## config.mk

```make
export PLATFORM = sky130hd
export DESIGN_NAME = alu_issue_ctrl_flat
export DESIGN_NICKNAME = d
export VERILOG_FILES = /design/src/rtl/alu_issue_ctrl_if.sv /design/src/rtl/alu_issue_ctrl.sv /design/src/flat_wrapper.sv
export SDC_FILE = /design/constraint.sdc
export NUM_CORES = 1
export LEC_CHECK = 0
export ABC_AREA = 0
export ABC_CLOCK_PERIOD_IN_PS = 1900
export BUFFER_PORTS_ARGS = -buffer_cell sky130_fd_sc_hd__buf_2
export CAP_MARGIN = 0
export CELL_PAD_IN_SITES_DETAIL_PLACEMENT = 2
export CELL_PAD_IN_SITES_GLOBAL_PLACEMENT = 2
export CORE_MARGIN = 1
export CORE_UTILIZATION = 24
export CTS_CLUSTER_DIAMETER = 80
export CTS_CLUSTER_SIZE = 16
export DETAILED_ROUTE_END_ITERATION = 12
export PLACE_DENSITY = 0.86
export SKIP_CTS_REPAIR_TIMING = 1
export SLEW_MARGIN = 20
export SYNTH_ARGS = -nofsm -noshare
export SYNTH_HDL_FRONTEND = slang
export SYNTH_SLANG_ARGS = --single-unit
```

## constraint.sdc

```tcl
create_clock -name clk -period 1.9 [get_ports clk]
set_input_delay 0 -clock clk [delete_from_list [all_inputs] [get_ports clk]]
set_output_delay 0 -clock clk [all_outputs]
set_load 0.005 [all_outputs]
```

## src/rtl/alu_issue_ctrl_if.sv

```systemverilog
// -----------------------------------------------------------------------------
// alu_issue_ctrl_if
//   Request/response handshake bundle between an ALU client and alu_issue_ctrl.
//
//   Request channel  (client -> ctrl): req_valid, req_a, req_b, req_op,
//                                       req_setflags; req_ready back.
//   Response channel (ctrl -> client): rsp_valid, rsp_result, rsp_flags;
//                                       rsp_ready back.
//
//   master : the client issuing operations and consuming responses.
//   slave  : alu_issue_ctrl.
// -----------------------------------------------------------------------------
interface alu_issue_ctrl_if;
  logic        req_valid;
  logic        req_ready;
  logic [31:0] req_a;
  logic [31:0] req_b;
  logic [2:0]  req_op;
  logic        req_setflags;

  logic        rsp_valid;
  logic        rsp_ready;
  logic [31:0] rsp_result;
  logic [3:0]  rsp_flags;   // {N,Z,C,V}

  modport master (
    output req_valid, req_a, req_b, req_op, req_setflags, rsp_ready,
    input  req_ready, rsp_valid, rsp_result, rsp_flags
  );

  modport slave (
    input  req_valid, req_a, req_b, req_op, req_setflags, rsp_ready,
    output req_ready, rsp_valid, rsp_result, rsp_flags
  );
endinterface

```

## src/rtl/alu_issue_ctrl.sv

```systemverilog
// -----------------------------------------------------------------------------
// alu_issue_ctrl
//   Initiator side of a 32-bit combinational ALU. Accepts one operation at a
//   time, drives registered operands/opcode to the ALU, captures the result and
//   N/Z/C/V into an architectural flag register, and returns them on a
//   response channel. Also sequences the ALU power domain: wake on demand,
//   isolate while unpowered or waking, power down after an idle timeout.
//
//   Ports:
//     clk, reset        : single clock; synchronous active-high reset
//     bus (slave)       : request/response handshake (alu_issue_ctrl_if)
//     alu_a/b/ctrl      : registered operands and opcode to the ALU
//     alu_result, alu_negative, alu_zero, alu_overflow, alu_cout : ALU outputs
//     flags             : architectural {N,Z,C,V}
//     alu_pwr_en        : ALU domain power enable
//     alu_iso           : ALU output isolation, active high
// -----------------------------------------------------------------------------
module alu_issue_ctrl #(
  parameter int unsigned WAKE_CYCLES = 4,   // >= 1
  parameter int unsigned IDLE_CYCLES = 16,  // 0 disables power-down
  parameter int unsigned CNT_W       = 8
) (
  input  logic                 clk,
  input  logic                 reset,
  alu_issue_ctrl_if.slave      bus,
  output logic [31:0]          alu_a,
  output logic [31:0]          alu_b,
  output logic [2:0]           alu_ctrl,
  input  logic [31:0]          alu_result,
  input  logic                 alu_negative,
  input  logic                 alu_zero,
  input  logic                 alu_overflow,
  input  logic                 alu_cout,
  output logic [3:0]           flags,
  output logic                 alu_pwr_en,
  output logic                 alu_iso
);

  localparam logic [2:0] OP_ADD = 3'd2;
  localparam logic [2:0] OP_SUB = 3'd3;

  localparam int FLAG_N = 3;
  localparam int FLAG_Z = 2;
  localparam int FLAG_C = 1;
  localparam int FLAG_V = 0;

  localparam logic [CNT_W-1:0] WAKE_LAST = CNT_W'(WAKE_CYCLES - 1);
  localparam logic [CNT_W-1:0] IDLE_LAST = CNT_W'(IDLE_CYCLES - 1);
  localparam bit               IDLE_EN   = (IDLE_CYCLES != 0);

  typedef enum logic [2:0] {
    S_OFF,
    S_WAKE,
    S_READY,
    S_EXEC,
    S_HOLD,
    S_ISOLATE
  } state_e;

  state_e            state_q,     state_d;
  logic [CNT_W-1:0]  cnt_q,       cnt_d;        // wake length / idle length
  logic              wake_pend_q, wake_pend_d;  // request seen while isolating
  logic [31:0]       a_q,         a_d;
  logic [31:0]       b_q,         b_d;
  logic [2:0]        ctrl_q,      ctrl_d;
  logic              setflags_q,  setflags_d;
  logic [31:0]       result_q,    result_d;
  logic [3:0]        rsp_flags_q, rsp_flags_d;
  logic [3:0]        flags_q,     flags_d;

  logic              pwr_en;
  logic              iso;
  logic              req_ready;
  logic [3:0]        next_flags;

  // NOTE: every signal written here gets a default first, so no path through
  // the case statement can leave one unassigned and infer a latch.
  always_comb begin
    state_d     = state_q;
    cnt_d       = cnt_q;
    wake_pend_d = wake_pend_q;
    a_d         = a_q;
    b_d         = b_q;
    ctrl_d      = ctrl_q;
    setflags_d  = setflags_q;
    result_d    = result_q;
    rsp_flags_d = rsp_flags_q;
    flags_d     = flags_q;
    next_flags  = flags_q;
    pwr_en      = 1'b1;
    iso         = 1'b1;
    req_ready   = 1'b0;

    unique case (state_q)
      S_OFF: begin
        pwr_en = 1'b0;
        if (bus.req_valid || wake_pend_q) begin
          state_d     = S_WAKE;
          cnt_d       = '0;
          wake_pend_d = 1'b0;
        end
      end

      S_WAKE: begin
        if (cnt_q == WAKE_LAST) begin
          state_d = S_READY;
          cnt_d   = '0;
        end else begin
          cnt_d = cnt_q + CNT_W'(1);
        end
      end

      S_READY: begin
        iso       = 1'b0;
        req_ready = 1'b1;
        if (bus.req_valid) begin
          a_d        = bus.req_a;
          b_d        = bus.req_b;
          ctrl_d     = bus.req_op;
          setflags_d = bus.req_setflags;
          cnt_d      = '0;
          state_d    = S_EXEC;
        end else if (IDLE_EN) begin
          if (cnt_q == IDLE_LAST) begin
            state_d = S_ISOLATE;
            cnt_d   = '0;
          end else begin
            cnt_d = cnt_q + CNT_W'(1);
          end
        end
      end

      S_EXEC: begin
        iso = 1'b0;
        // N/Z follow every op; C/V only mean something for ADD/SUB, and the
        // ALU's overflow output is undefined otherwise, so they are kept.
        if (setflags_q) begin
          next_flags[FLAG_N] = alu_negative;
          next_flags[FLAG_Z] = alu_zero;
          if (ctrl_q == OP_ADD || ctrl_q == OP_SUB) begin
            next_flags[FLAG_C] = alu_cout;
            next_flags[FLAG_V] = alu_overflow;
          end
        end
        result_d    = alu_result;
        rsp_flags_d = next_flags;
        flags_d     = next_flags;
        state_d     = S_HOLD;
      end

      S_HOLD: begin
        iso = 1'b0;
        if (bus.rsp_ready) begin
          state_d = S_READY;
          cnt_d   = '0;
        end
      end

      S_ISOLATE: begin
        // The request is not taken here, but it is remembered so OFF turns
        // straight around into WAKE even if the requester drops valid.
        if (bus.req_valid) begin
          wake_pend_d = 1'b1;
        end
        state_d = S_OFF;
      end

      default: begin
        state_d = S_OFF;
      end
    endcase
  end

  // NOTE: state is updated with non-blocking assignments so every flop samples
  // the pre-edge values computed above, independent of statement order.
  always_ff @(posedge clk) begin
    if (reset) begin
      state_q     <= S_OFF;
      cnt_q       <= '0;
      wake_pend_q <= 1'b0;
      a_q         <= '0;
      b_q         <= '0;
      ctrl_q      <= '0;
      setflags_q  <= 1'b0;
      result_q    <= '0;
      rsp_flags_q <= '0;
      flags_q     <= '0;
    end else begin
      state_q     <= state_d;
      cnt_q       <= cnt_d;
      wake_pend_q <= wake_pend_d;
      a_q         <= a_d;
      b_q         <= b_d;
      ctrl_q      <= ctrl_d;
      setflags_q  <= setflags_d;
      result_q    <= result_d;
      rsp_flags_q <= rsp_flags_d;
      flags_q     <= flags_d;
    end
  end

  assign alu_a          = a_q;
  assign alu_b          = b_q;
  assign alu_ctrl       = ctrl_q;
  assign flags          = flags_q;
  assign alu_pwr_en     = pwr_en;
  assign alu_iso        = iso;

  assign bus.req_ready  = req_ready;
  assign bus.rsp_valid  = (state_q == S_HOLD);
  assign bus.rsp_result = result_q;
  assign bus.rsp_flags  = rsp_flags_q;

endmodule

```

## src/flat_wrapper.sv

```systemverilog
// flat-port wrapper written by rule: the top's interface ports become plain ports
module alu_issue_ctrl_flat 
#(
  parameter int unsigned WAKE_CYCLES = 4,          
  parameter int unsigned IDLE_CYCLES = 16,                          
  parameter int unsigned CNT_W       = 8
)
  (clk, reset, alu_a, alu_b, alu_ctrl, alu_result, alu_negative, alu_zero, alu_overflow, alu_cout, flags, alu_pwr_en, alu_iso, bus_req_valid, bus_req_a, bus_req_b, bus_req_op, bus_req_setflags, bus_rsp_ready, bus_req_ready, bus_rsp_valid, bus_rsp_result, bus_rsp_flags);
  alu_issue_ctrl_if bus_i ();
  input  logic clk;
  input  logic reset;
  output logic [31:0] alu_a;
  output logic [31:0] alu_b;
  output logic [2:0] alu_ctrl;
  input  logic [31:0] alu_result;
  input  logic alu_negative;
  input  logic alu_zero;
  input  logic alu_overflow;
  input  logic alu_cout;
  output logic [3:0] flags;
  output logic alu_pwr_en;
  output logic alu_iso;
  input wire logic [$bits(bus_i.req_valid)-1:0] bus_req_valid;
  input wire logic [$bits(bus_i.req_a)-1:0] bus_req_a;
  input wire logic [$bits(bus_i.req_b)-1:0] bus_req_b;
  input wire logic [$bits(bus_i.req_op)-1:0] bus_req_op;
  input wire logic [$bits(bus_i.req_setflags)-1:0] bus_req_setflags;
  input wire logic [$bits(bus_i.rsp_ready)-1:0] bus_rsp_ready;
  output wire logic [$bits(bus_i.req_ready)-1:0] bus_req_ready;
  output wire logic [$bits(bus_i.rsp_valid)-1:0] bus_rsp_valid;
  output wire logic [$bits(bus_i.rsp_result)-1:0] bus_rsp_result;
  output wire logic [$bits(bus_i.rsp_flags)-1:0] bus_rsp_flags;
  assign bus_i.req_valid = bus_req_valid;
  assign bus_i.req_a = bus_req_a;
  assign bus_i.req_b = bus_req_b;
  assign bus_i.req_op = bus_req_op;
  assign bus_i.req_setflags = bus_req_setflags;
  assign bus_i.rsp_ready = bus_rsp_ready;
  assign bus_req_ready = bus_i.req_ready;
  assign bus_rsp_valid = bus_i.rsp_valid;
  assign bus_rsp_result = bus_i.rsp_result;
  assign bus_rsp_flags = bus_i.rsp_flags;
  alu_issue_ctrl #(.WAKE_CYCLES(WAKE_CYCLES), .IDLE_CYCLES(IDLE_CYCLES), .CNT_W(CNT_W)) u_core (.clk(clk), .reset(reset), .bus(bus_i), .alu_a(alu_a), .alu_b(alu_b), .alu_ctrl(alu_ctrl), .alu_result(alu_result), .alu_negative(alu_negative), .alu_zero(alu_zero), .alu_overflow(alu_overflow), .alu_cout(alu_cout), .flags(flags), .alu_pwr_en(alu_pwr_en), .alu_iso(alu_iso));
endmodule
```

==> reports/summary.txt, run 1 <==
status -> complete, no violations
top cells by area, synth -> dfxtp_1, nand2_1, a21oi_1, clkbuf_1, nand3_1
main flop type after synthesis -> dfxtp_1
Hold Path Depth -> 2
sequential fraction of the synthesis area -> 52.9%
Hold Crit Class -> input port to flip-flop
reg2reg start -> u_core.state_q[1]$_SDFFE_PP0P_
CP cell instances -> or3b_1, a211oi_2, buf_4, o221ai_2, a31oi_1
die height -> 137 um
reg-to-reg endpoint -> u_core.cnt_q[7]$_SDFFE_PP0P_
RSZ-0062 raised after global routing -> no
Final Wtd Congestion -> 0.734
WS Path Type -> flip-flop to flip-flop
CP Max Fanout -> 12
Synth area leader -> dfxtp_1
Synth Instances -> 559
vias in the first global route -> 4918
vias per cell -> 4.67
Slew HR -> 64.2%
Crit path arrival time -> 2.10 ns
Worst Path Required -> 2.24 ns
CP startpoint kind -> flip-flop
fmax -> 569 MHz
Worst-path clk slew -> 0.06 ns
worst slew pin tran -> 0.537 ns
Distinct cells, synth -> 43
ANT nets after route -> 0
Critical Path Max Stage Delay -> 0.42 ns
endpoints failing setup -> 0
Power Dens Cells -> 1040 nW/um^2
Initial DRC Count -> 135
number of synthesized flops with an enable pin -> 0
worst hold endpoint -> u_core.bus.rsp_flags[0]$_SDFFE_PP0P_
initial antenna violation count -> 1
Die W -> 137 um
CTS buffer count -> 17
R2R setup slack -> 0.14 ns
CTS Buffer Depth -> 2
Crit-path slowest cell -> dfxtp_2
Yosys reg bits -> 116
IO Count -> 219
Clock Sink Count -> 116
Post-Syn Area -> 4390 sq um
layout cell share with drive strength beyond 1 -> 31.6%
fin crit period -> 1.76 ns
Die Area -> 18800 sq um
R2R depth -> 5
async set or reset register ratio after synthesis -> 0%
pin count of the biggest net entering global routing -> 47
Max Slew Vio Count -> 0
HP Start -> reset
DRC Markers -> 0
Fin Setup TNS -> 0 ns
Final Cycle Share -> 92.6%
worst IR drop on VDD -> 607 uV
Synthesized Nets -> 668
Layout area overhead -> 67.8%
First-pass DRT Iterations -> 4
input/output buffers -> 218
CTS root buf -> clkbuf_16
first-pass GRT wire length -> 24.1 mm
share of the synthesized area in the top cell type -> 52.9%
grt ovf -> 0
Leak -> 3.18 nW
final net count -> 986
All-Layer GR Usage -> 16.6%
Fin. Hold Viols -> 0
skew final -> 0.0120 ns
core area -> 18000 sq um
post-detail-place hpwl -> 11.2 mm
max_cap viols -> 0
routed wire length -> 21.4 mm
Synthesis Warnings -> 0
syn avg cell area -> 7.85 sq um
post-DR wirelength/cell -> 19.1 um
CTS tree -> done
initial core utilization -> 24.4%
FP Rows -> 49
post-layout util -> 41.0%
htree depth -> 4
Vias -> 5231
Worst Setup End Kind -> flip-flop
Skew-Pair Late Insertion Delay -> 0.42 ns
-- final cells by class --
class / instances / area [sq um]
Antenna cell: 1 / 2.50
Inverter: 3 / 11.3
Clock inverter: 14 / 128
Fill cell: 2010 / 10600
Clock buffer: 18 / 439
Tap cell: 229 / 287
Multi-Input combinational cell: 396 / 1870
Sequential cell: 116 / 2320
Timing Repair Buffer: 343 / 2310
-- state kept, by name, summed over array words and instances, names as in the netlist --
| name | flops |
|---|---|
| u_core.alu_a | 32 |
| u_core.alu_b | 32 |
| u_core.alu_ctrl | 3 |
| u_core.bus.rsp_flags | 4 |
| u_core.bus.rsp_result | 32 |
| u_core.cnt_q | 8 |
| u_core.setflags_q | 1 |
| u_core.state_q | 3 |
| u_core.wake_pend_q | 1 |
-- Yosys cell counts, drive strengths merged, types with 2 or more instances --
cell type	number
a211oi	2
a21oi	110
and2	4
and3	2
buf	13
clkbuf	31
dfxtp	116
inv	3
mux2i	2
nand2	214
nand3	8
nand3b	2
nor2	10
nor2b	3
nor3	2
nor3b	3
nor4	2
o21ai	6
o22ai	3
or3	2
or3b	2
-- through the flow --
step	total power [W]	cell area (sq um)	std cells	setup WS [ns]	hold WS, ns
4_1_cts	0.00748	6310	1014	0.0368	-0.198
6_report	0.00766	7370	1120	0.142	0.0393
3_3_place_gp	0.00426	5740	982	0.148	0.239
2_1_floorplan	0.00360	4390	559	0.309	0.136
3_5_place_dp	0.00433	5740	982	0.0720	0.249
5_1_grt	0.00805	7370	1120	0.0246	0.0434
-- kinds of logic (layout without fill, tap and decap cells) --
| logic type | count (synthesis) | in the layout | synth area share [%] |
|---|---|---|---|
| simple gates | 260 | 260 | 24.8 |
| compound gates | 133 | 133 | 16.8 |
| flops | 116 | 116 | 52.9 |
| buf+inv | 47 | 378 | 4.82 |
| mux | 2 | 2 | 0.456 |
| fa+ha+maj | 1 | 1 | 0.285 |
| other cells | 0 | 1 | 0 |
-- worst max-delay path, delay by kind of cell (launching register included) --
family | cells | cell delay [ns]
AOI/OAI and AO/OA | 3 | 0.65
buffers and inverters | 1 | 0.24
DFF | 1 | 0.42
and+or+nand+nor | 1 | 0.39
-- layout by cell type (no fill, tap or decap), types with 2 or more instances in the layout --
cell type	netlist	routed
mux2i_1	2	2
nor4_1	2	2
a211oi_2	2	2
inv_1	3	3
dfxtp_1	116	115
a21oi_1	110	110
buf_2	7	217
and2_1	4	4
nor3_1	2	2
clkinv_2	0	3
clkinv_4	0	2
nand3b_1	2	2
nand3_1	8	7
nand2_1	214	214
o22ai_1	3	3
buf_4	5	20
dlygate4sd3_1	0	105
nor2_1	10	10
nor2b_1	3	3
clkbuf_16	0	17
nor3b_1	3	2
o21ai_0	6	6
clkinvlp_4	0	4
inv_6	0	4
or3_1	2	2
-- layer usage --
metal | track usage, % | vias to the layer above | routed length (um)
met3 | 7.69 | 39 | 1470
met1 | 17.2 | 2520 | 8100
met2 | 29.2 | 190 | 11300
met4 | 6.17 | 0 | 524
li1 | - | 2482 | -
met5 | 0 | - | 0
-- worst max path at each step --
stage	start	endpoint	slack [ns]	depth (start not counted)
final	u_core.state_q[1]$_SDFFE_PP0P_	u_core.cnt_q[7]$_SDFFE_PP0P_	0.14	5
after global routing	u_core.state_q[2]$_SDFFE_PP0P_	u_core.alu_b[3]$_SDFFE_PP0P_	0.02	5
after CTS	u_core.state_q[1]$_SDFFE_PP0P_	u_core.cnt_q[7]$_SDFFE_PP0P_	0.04	5
after detailed placement	u_core.state_q[1]$_SDFFE_PP0P_	u_core.cnt_q[7]$_SDFFE_PP0P_	0.07	5
after global placement	u_core.state_q[1]$_SDFFE_PP0P_	u_core.cnt_q[7]$_SDFFE_PP0P_	0.15	5
after floorplan	u_core.cnt_q[0]$_SDFFE_PP0P_	u_core.state_q[0]$_SDFFE_PP0P_	0.31	5
-- power breakdown --
part	total (W)	internal (W)	switching, W
clock network	0.00314	0.00184	0.00130
logic	0.00170	0.000759	0.000939
registers	0.00282	0.00265	0.000165
No activity file was read; power rests on OpenSTA's default activity.
==> inputs of run 2 (changes only) <==
PLACE_DENSITY = default   (was 0.86)
PLACE_DENSITY_LB_ADDON = 0.1   (was default)
==> run 2 against run 1 <==
Effect of this change:
- sequential cell count is the same
- sequential power about the same
- total power is 2.5% higher
- final area increased by 0.92%
- setup slack got worse by 0.024 ns
- critical path depth unchanged
- global-route usage is 0.68 points higher
- final cell count fell by 0.36%
==> reports/summary.txt, run 2 (synthesis gave the netlist of run 1 again) <==
worst IR drop on VDD -> 654 uV (+7.7%)
Power Dens Cells -> 1060 nW/um^2 (+1.6%)
pin count of the biggest net entering global routing -> 70 (+49%)
area of the multi-input gates -> 1870 sq um (unchanged)
Critical Path Max Stage Delay -> 0.45 ns (+0.03 ns)
worst path buffer plus inverter count -> 1 (unchanged)
Crit path max-delay family -> compound AO/OA/AOI/OAI gates
Fin. Hold Viols -> 0 (unchanged)
All-Layer GR Usage -> 17.3% (+0.68 points)
met3 GRT Util -> 7.28% (-0.40 points)
logic gate share of total power -> 20.4% (-1.8 points)
ANT nets after route -> 0 (unchanged)
Seq pwr share -> 36.0% (-0.8 points)
Slew HR -> 69.9% (+5.7 points)
Worst-path clk slew -> 0.06 ns (about the same)
Die W -> 137 um (unchanged)
vias in the first global route -> 4882 (-0.73%)
Max Slew Vio Count -> 0 (unchanged)
post-detail-place hpwl -> 11.5 mm (+2.8%)
initial antenna violation count -> 0 (-1)
CTS root buf -> clkbuf_16
IO Count -> 219 (unchanged)
n_diodes -> 0 (-1)
Skew-Pair Late Insertion Delay -> 0.41 ns (about the same)
internal power -> 0.00562 W (+6.9%)
Hold Crit Class -> input port to flip-flop
layout cell share with drive strength beyond 1 -> 31.2% (-0.34 points)
Layout Cells excl Fill -> 1116 (-0.36%)
CP Max Fanout -> 13 (+1)
CTS tree -> done
Placed Cells -> 979 (-0.31%)
First-pass DRT Iterations -> 4 (unchanged)
Reg area -> 2320 sq um (about the same)
final net count -> 984 (-0.20%)
fin crit period -> 1.78 ns (+0.0240 ns)
clock share of power -> 43.6% (+2.6 points)
core area -> 18000 sq um (unchanged)
CP startpoint kind -> flip-flop
WS Path Type -> flip-flop to flip-flop
routed wire length -> 18.5 mm (-14%)
first-pass GRT wire length -> 24.8 mm (+3.1%)
fmax -> 561 MHz (-1.3%)
HP Start -> bus_req_valid
worst slew pin tran -> 0.452 ns (-0.0850 ns)
skew final -> 0.00639 ns (-0.00562 ns)
Fillers -> 2037 (+1.3%)
busiest grt layer -> met2
CP cell instances -> or3b_1, a211oi_2, buf_4, o221ai_2, a31oi_1
Vias -> 5106 (-2.4%)
DRC Markers -> 0 (unchanged)
RSZ-0062 raised after global routing -> no
grt ovf -> 0 (unchanged)
vias per cell -> 4.58 (-2.0%)
initial core utilization -> 24.4% (unchanged)
CTS buffer count -> 17 (unchanged)
reg2reg start -> u_core.state_q[1]$_SDFFE_PP0P_
Initial DRC Count -> 137 (+1.5%)
status -> complete, no violations
Worst Path Required -> 2.24 ns (about the same)
Leak -> 3.20 nW (+0.55%)
die height -> 137 um (unchanged)
max_cap viols -> 0 (unchanged)
Final Cycle Share -> 93.8% (+1.3 points)
Layout area overhead -> 69.3%
most frequent cells in the layout -> buf_2, nand2_1, dfxtp_1
Final Wtd Congestion -> 0.750 (+2.3%)
post-layout util -> 41.4% (+0.38 points)
htree depth -> 4 (unchanged)
P_sw -> 0.00223 W (-7.1%)
Die Area -> 18800 sq um (unchanged)
met1 GRT Util -> 18.3% (+1.0 points)
grt met2 use -> 30.3% (+1.1 points)
Crit path arrival time -> 2.12 ns (+0.02 ns)
input/output buffers -> 218 (unchanged)
endpoints failing setup -> 0 (unchanged)
Crit. Startpoint -> u_core.state_q[1]$_SDFFE_PP0P_
CTS Buffer Depth -> 2 (unchanged)
Worst Setup End Kind -> flip-flop
Sw Share -> 28.4% (-2.9 points)
post-DR wirelength/cell -> 16.5 um (-13%)
Clock Sink Count -> 116 (unchanged)
leading cell type in the layout, fill and taps excluded -> buf_2
FP Rows -> 49 (unchanged)
Crit-path slowest cell -> dfxtp_2
==> run 2: final timing paths <==
path,cells after the start,slack [ns],to
max reg2reg,5,0.12,u_core.cnt_q[7]$_SDFFE_PP0P_
max,5,0.12,u_core.cnt_q[7]$_SDFFE_PP0P_
min,5,0.14,u_core.wake_pend_q$_SDFFE_PP0P_
min reg2reg,2,0.46,u_core.alu_a[30]$_SDFFE_PP0P_
==> run 2: power groups by stage <==
stage	clock, W	sequential [W]	combinational [W]
after CTS	0.00352	0.00281	0.00144
after floorplan	0	0.00283	0.000764
after global placement	0	0.00284	0.00137
final	0.00342	0.00282	0.00160
after detailed placement	0	0.00286	0.00143
after global routing	0.00362	0.00285	0.00178
==> run 2: final cells by class <==
cell class	count	area share, %
Sequential cell	116	31.3
Timing Repair Buffer	341	31.2
Multi-Input combinational cell	396	25.1
Clock buffer	19	5.96
Tap cell	229	3.85
Clock inverter	12	2.42
Inverter	3	0.151
==> run 2: layer usage <==
layer	share of wire (%)	vias to the layer above
met3	6.6	17
met4	1.2	0
met5	0	-
met1	40	2465
met2	52	139
li1	-	2485
==> run 2: stage by stage <==
| stage | hold WS (ns) | total power (W) | setup slack [ns] | instance area [sq um] | TNS [ns] |
|---|---|---|---|---|---|
| 2_1_floorplan | 0.136 | 0.00360 | 0.309 | 4390 | 0 |
| 3_3_place_gp | 0.238 | 0.00421 | 0.186 | 5740 | 0 |
| 3_5_place_dp | 0.248 | 0.00429 | 0.0327 | 5740 | 0 |
| 4_1_cts | -0.201 | 0.00778 | -0.0704 | 6360 | -0.111 |
| 5_1_grt | 0.174 | 0.00825 | 0.00185 | 7430 | 0 |
| 6_report | 0.138 | 0.00785 | 0.118 | 7430 | 0 |
==> run 2: tightest hold or removal path, delay by kind of cell <==
family                 cells  cell delay (ns)
buffers and inverters      2             0.25
AOI/OAI and AO/OA          2             0.20
and+or+nand+nor            1             0.05
==> inputs of run 3 (changes only) <==
ABC_AREA = 1   (was 0)
REMOVE_ABC_BUFFERS = 1   (was default)
==> run 3 against run 2 <==
Effect of this change:
- via count grew 5.3%
- sequential power up 6%
- combinational power up 51%
- worst hold slack worse by 0.024 ns
- maximum frequency up 2.8%
- synthesized cell count is 8.4% higher
- final cell count rose by 6.4%
- die area is 5.4% higher
- global-route usage up 0.85 points
- critical path depth up 1
- first-iteration DRC count shrank 17%
- clock power decreased by 8.5%
- largest power group unchanged
- highest routed layer unchanged
==> reports/summary.txt, run 3 <==
busiest grt layer -> met2
vias per cell -> 4.53 (-1.0%)
Hold Path Depth -> 4 (-1)
vias in the first global route -> 5413 (+11%)
skew final -> 0.00543 ns (-0.000960 ns)
HP Start -> bus_req_valid
input/output buffers -> 218 (unchanged)
async set or reset register ratio after synthesis -> 0% (unchanged)
main flop type after synthesis -> dfxtp_1
Synth area leader -> dfxtp_1
FP Rows -> 50 (+2.0%)
Slew HR -> 59.2% (-11 points)
Skew-Pair Late Insertion Delay -> 0.41 ns (about the same)
met1 GRT Util -> 19.0% (+0.72 points)
grt ovf -> 0 (unchanged)
Yosys reg bits -> 116 (unchanged)
worst hold endpoint -> u_core.alu_a[2]$_SDFFE_PP0P_
most frequent cell after synthesis -> dfxtp_1
most frequent cells in the layout -> buf_2, dfxtp_1, nand2_1
Fin Setup TNS -> 0 ns (unchanged)
Initial DRC Count -> 114 (-17%)
IO Count -> 219 (unchanged)
die height -> 141 um (+2.7%)
reg-to-reg endpoint -> u_core.alu_ctrl[1]$_SDFFE_PP0P_
Synthesis Warnings -> 0 (unchanged)
WS Path Type -> flip-flop to flip-flop
post-detail-place hpwl -> 12.6 mm (+9.9%)
Fin. Hold Viols -> 0 (unchanged)
Worst-path clk slew -> 0.05 ns (about the same)
Post-Syn Area -> 4630 sq um (+5.5%)
fmax -> 577 MHz (+2.8%)
routed wire length -> 19.8 mm (+7.1%)
max_cap viols -> 0 (unchanged)
core area -> 18800 sq um (+4.8%)
post-route setup slack -> 0.166 ns (+0.0483 ns)
Layout area overhead -> 61.4%
leading cell type in the layout, fill and taps excluded -> buf_2
Vias -> 5375 (+5.3%)
post-DR wirelength/cell -> 16.7 um (+0.68%)
htree depth -> 4 (unchanged)
CTS root buf -> clkbuf_16
First-pass DRT Iterations -> 4 (unchanged)
ANT nets after route -> 0 (unchanged)
initial antenna violation count -> 0 (unchanged)
Worst Path Required -> 2.18 ns (-0.06 ns)
Crit path arrival time -> 2.01 ns (-0.11 ns)
sequential fraction of the synthesis area -> 50.1% (-2.8 points)
met3 GRT Util -> 7.54% (+0.26 points)
Power Dens Cells -> 1140 nW/um^2 (+8.1%)
initial core utilization -> 24.6% (+0.16 points)
Die Area -> 19900 sq um (+5.4%)
Final Cycle Share -> 91.3% (-2.5 points)
number of synthesized flops with an enable pin -> 0 (unchanged)
first-pass GRT wire length -> 27.8 mm (+12%)
final net count -> 1023 (+4.0%)
CP Max Fanout -> 70 (+57)
Distinct cells, synth -> 26 (-40%)
reg2reg start -> u_core.state_q[2]$_SDFFE_PP0P_
Max Slew Vio Count -> 0 (unchanged)
Synth Instances -> 606 (+8.4%)
DRC Markers -> 0 (unchanged)
Final Wtd Congestion -> 0.745 (-0.69%)
layout cell share with drive strength beyond 1 -> 30.0% (-1.2 points)
Leak -> 3.49 nW (+9.2%)
Clock Sink Count -> 116 (unchanged)
Hold Crit Class -> input port to flip-flop
worst IR drop on VDD -> 759 uV (+16%)
top cells by area, synth -> dfxtp_1, nand2_1, nand3_1, a21oi_1, nor2_1
fin crit period -> 1.73 ns (-0.0483 ns)
R2R depth -> 6 (+1)
All-Layer GR Usage -> 18.2% (+0.85 points)
synth cell count leaders -> dfxtp_1, nand2_1, nor2_1
status -> complete, no violations
R2R setup slack -> 0.17 ns (+0.05 ns)
endpoints failing setup -> 0 (unchanged)
Die W -> 141 um (+2.7%)
CTS Buffer Depth -> 2 (unchanged)
CP startpoint kind -> flip-flop
Place WS -> 0.146 ns (+0.114 ns)
syn avg cell area -> 7.65 sq um (-2.7%)
Worst Setup End Kind -> flip-flop
worst slew pin tran -> 0.611 ns (+0.159 ns)
CTS tree -> done
Crit. Startpoint -> u_core.state_q[2]$_SDFFE_PP0P_
n_diodes -> 0 (unchanged)
CTS buffer count -> 17 (unchanged)
share of the synthesized area in the top cell type -> 50.1% (-2.8 points)
pin count of the biggest net entering global routing -> 74 (+5.7%)
RSZ-0062 raised after global routing -> no
grt met2 use -> 32.7% (+2.3 points)
run 3: cell count changes in the layout (fill, tap and decap cells not counted), moves of 5 or more:
cell	before	now
clkinvlp_4	5	0
nand3_1	7	80
buf_4	15	10
inv_1	3	22
nor2_1	10	94
a21oi_1	110	76
o21ai_0	5	35
nand2_1	214	113
clkinv_2	1	8
run 3: worst max-delay path: stages, from the launching register on:
cell	delay, ns
dfxtp_1	0.42
nor2_4	0.21
nand2_4	0.09
inv_6	0.21
nand2_8	0.33
o21ai_1	0.25
a21oi_1	0.06
run 3: cells by family after synthesis:
logic type / after synthesis / share of synthesized area [%]
AO/OA/AOI/OAI: 114 / 12.4
XOR/XNOR: 1 / 0.189
adder cells (fa/ha/maj): 1 / 0.270
buffers and inverters: 71 / 8.24
flip-flops: 116 / 50.1
AND/OR/NAND/NOR: 303 / 28.8
run 3: cell type report:
class | count | area (sq um)
fillers | 2165 | 11400
flip-flops and latches | 116 | 2320
repair buffers | 333 | 2230
multi-input cells | 419 | 1930
clock buffers | 21 | 460
well taps | 260 | 325
clock inverters | 11 | 109
inverters | 27 | 106
run 3: power by group:
group          internal (W)  switching (W)  leakage [nW]
combinational      0.000908        0.00151          2.26
clock               0.00198        0.00115         0.290
sequential          0.00276       0.000230         0.939
run 3: how the worst max path moves through the flow:
stage	cells after the start	end
4_1_cts	6	u_core.alu_ctrl[1]$_SDFFE_PP0P_
6_report	6	u_core.alu_ctrl[1]$_SDFFE_PP0P_
3_3_place_gp	6	u_core.alu_ctrl[1]$_SDFFE_PP0P_
5_1_grt	6	u_core.alu_ctrl[1]$_SDFFE_PP0P_
3_5_place_dp	6	u_core.alu_ctrl[1]$_SDFFE_PP0P_
2_1_floorplan	6	u_core.alu_ctrl[1]$_SDFFE_PP0P_
run 3: per-stage QoR:
step	instance area, sq um	total power (W)	hold WS (ns)	std cells	util, %
2_1_floorplan	4360	0.00422	0.0691	562	-
5_1_grt	7480	0.00907	0.138	1187	39.7
3_5_place_dp	5870	0.00531	0.231	1051	31.2
6_report	7480	0.00854	0.114	1187	39.7
4_1_cts	6440	0.00850	-0.207	1083	34.2
3_3_place_gp	5870	0.00518	0.223	1051	31.2
run 3: per-layer routing:
metal  vias to the layer above  part of all wire (%)
met3                        23                   5.3
met4                         0                   1.6
met5                         -                     0
li1                       2600                     -
met2                       124                    53
met1                      2628                    41
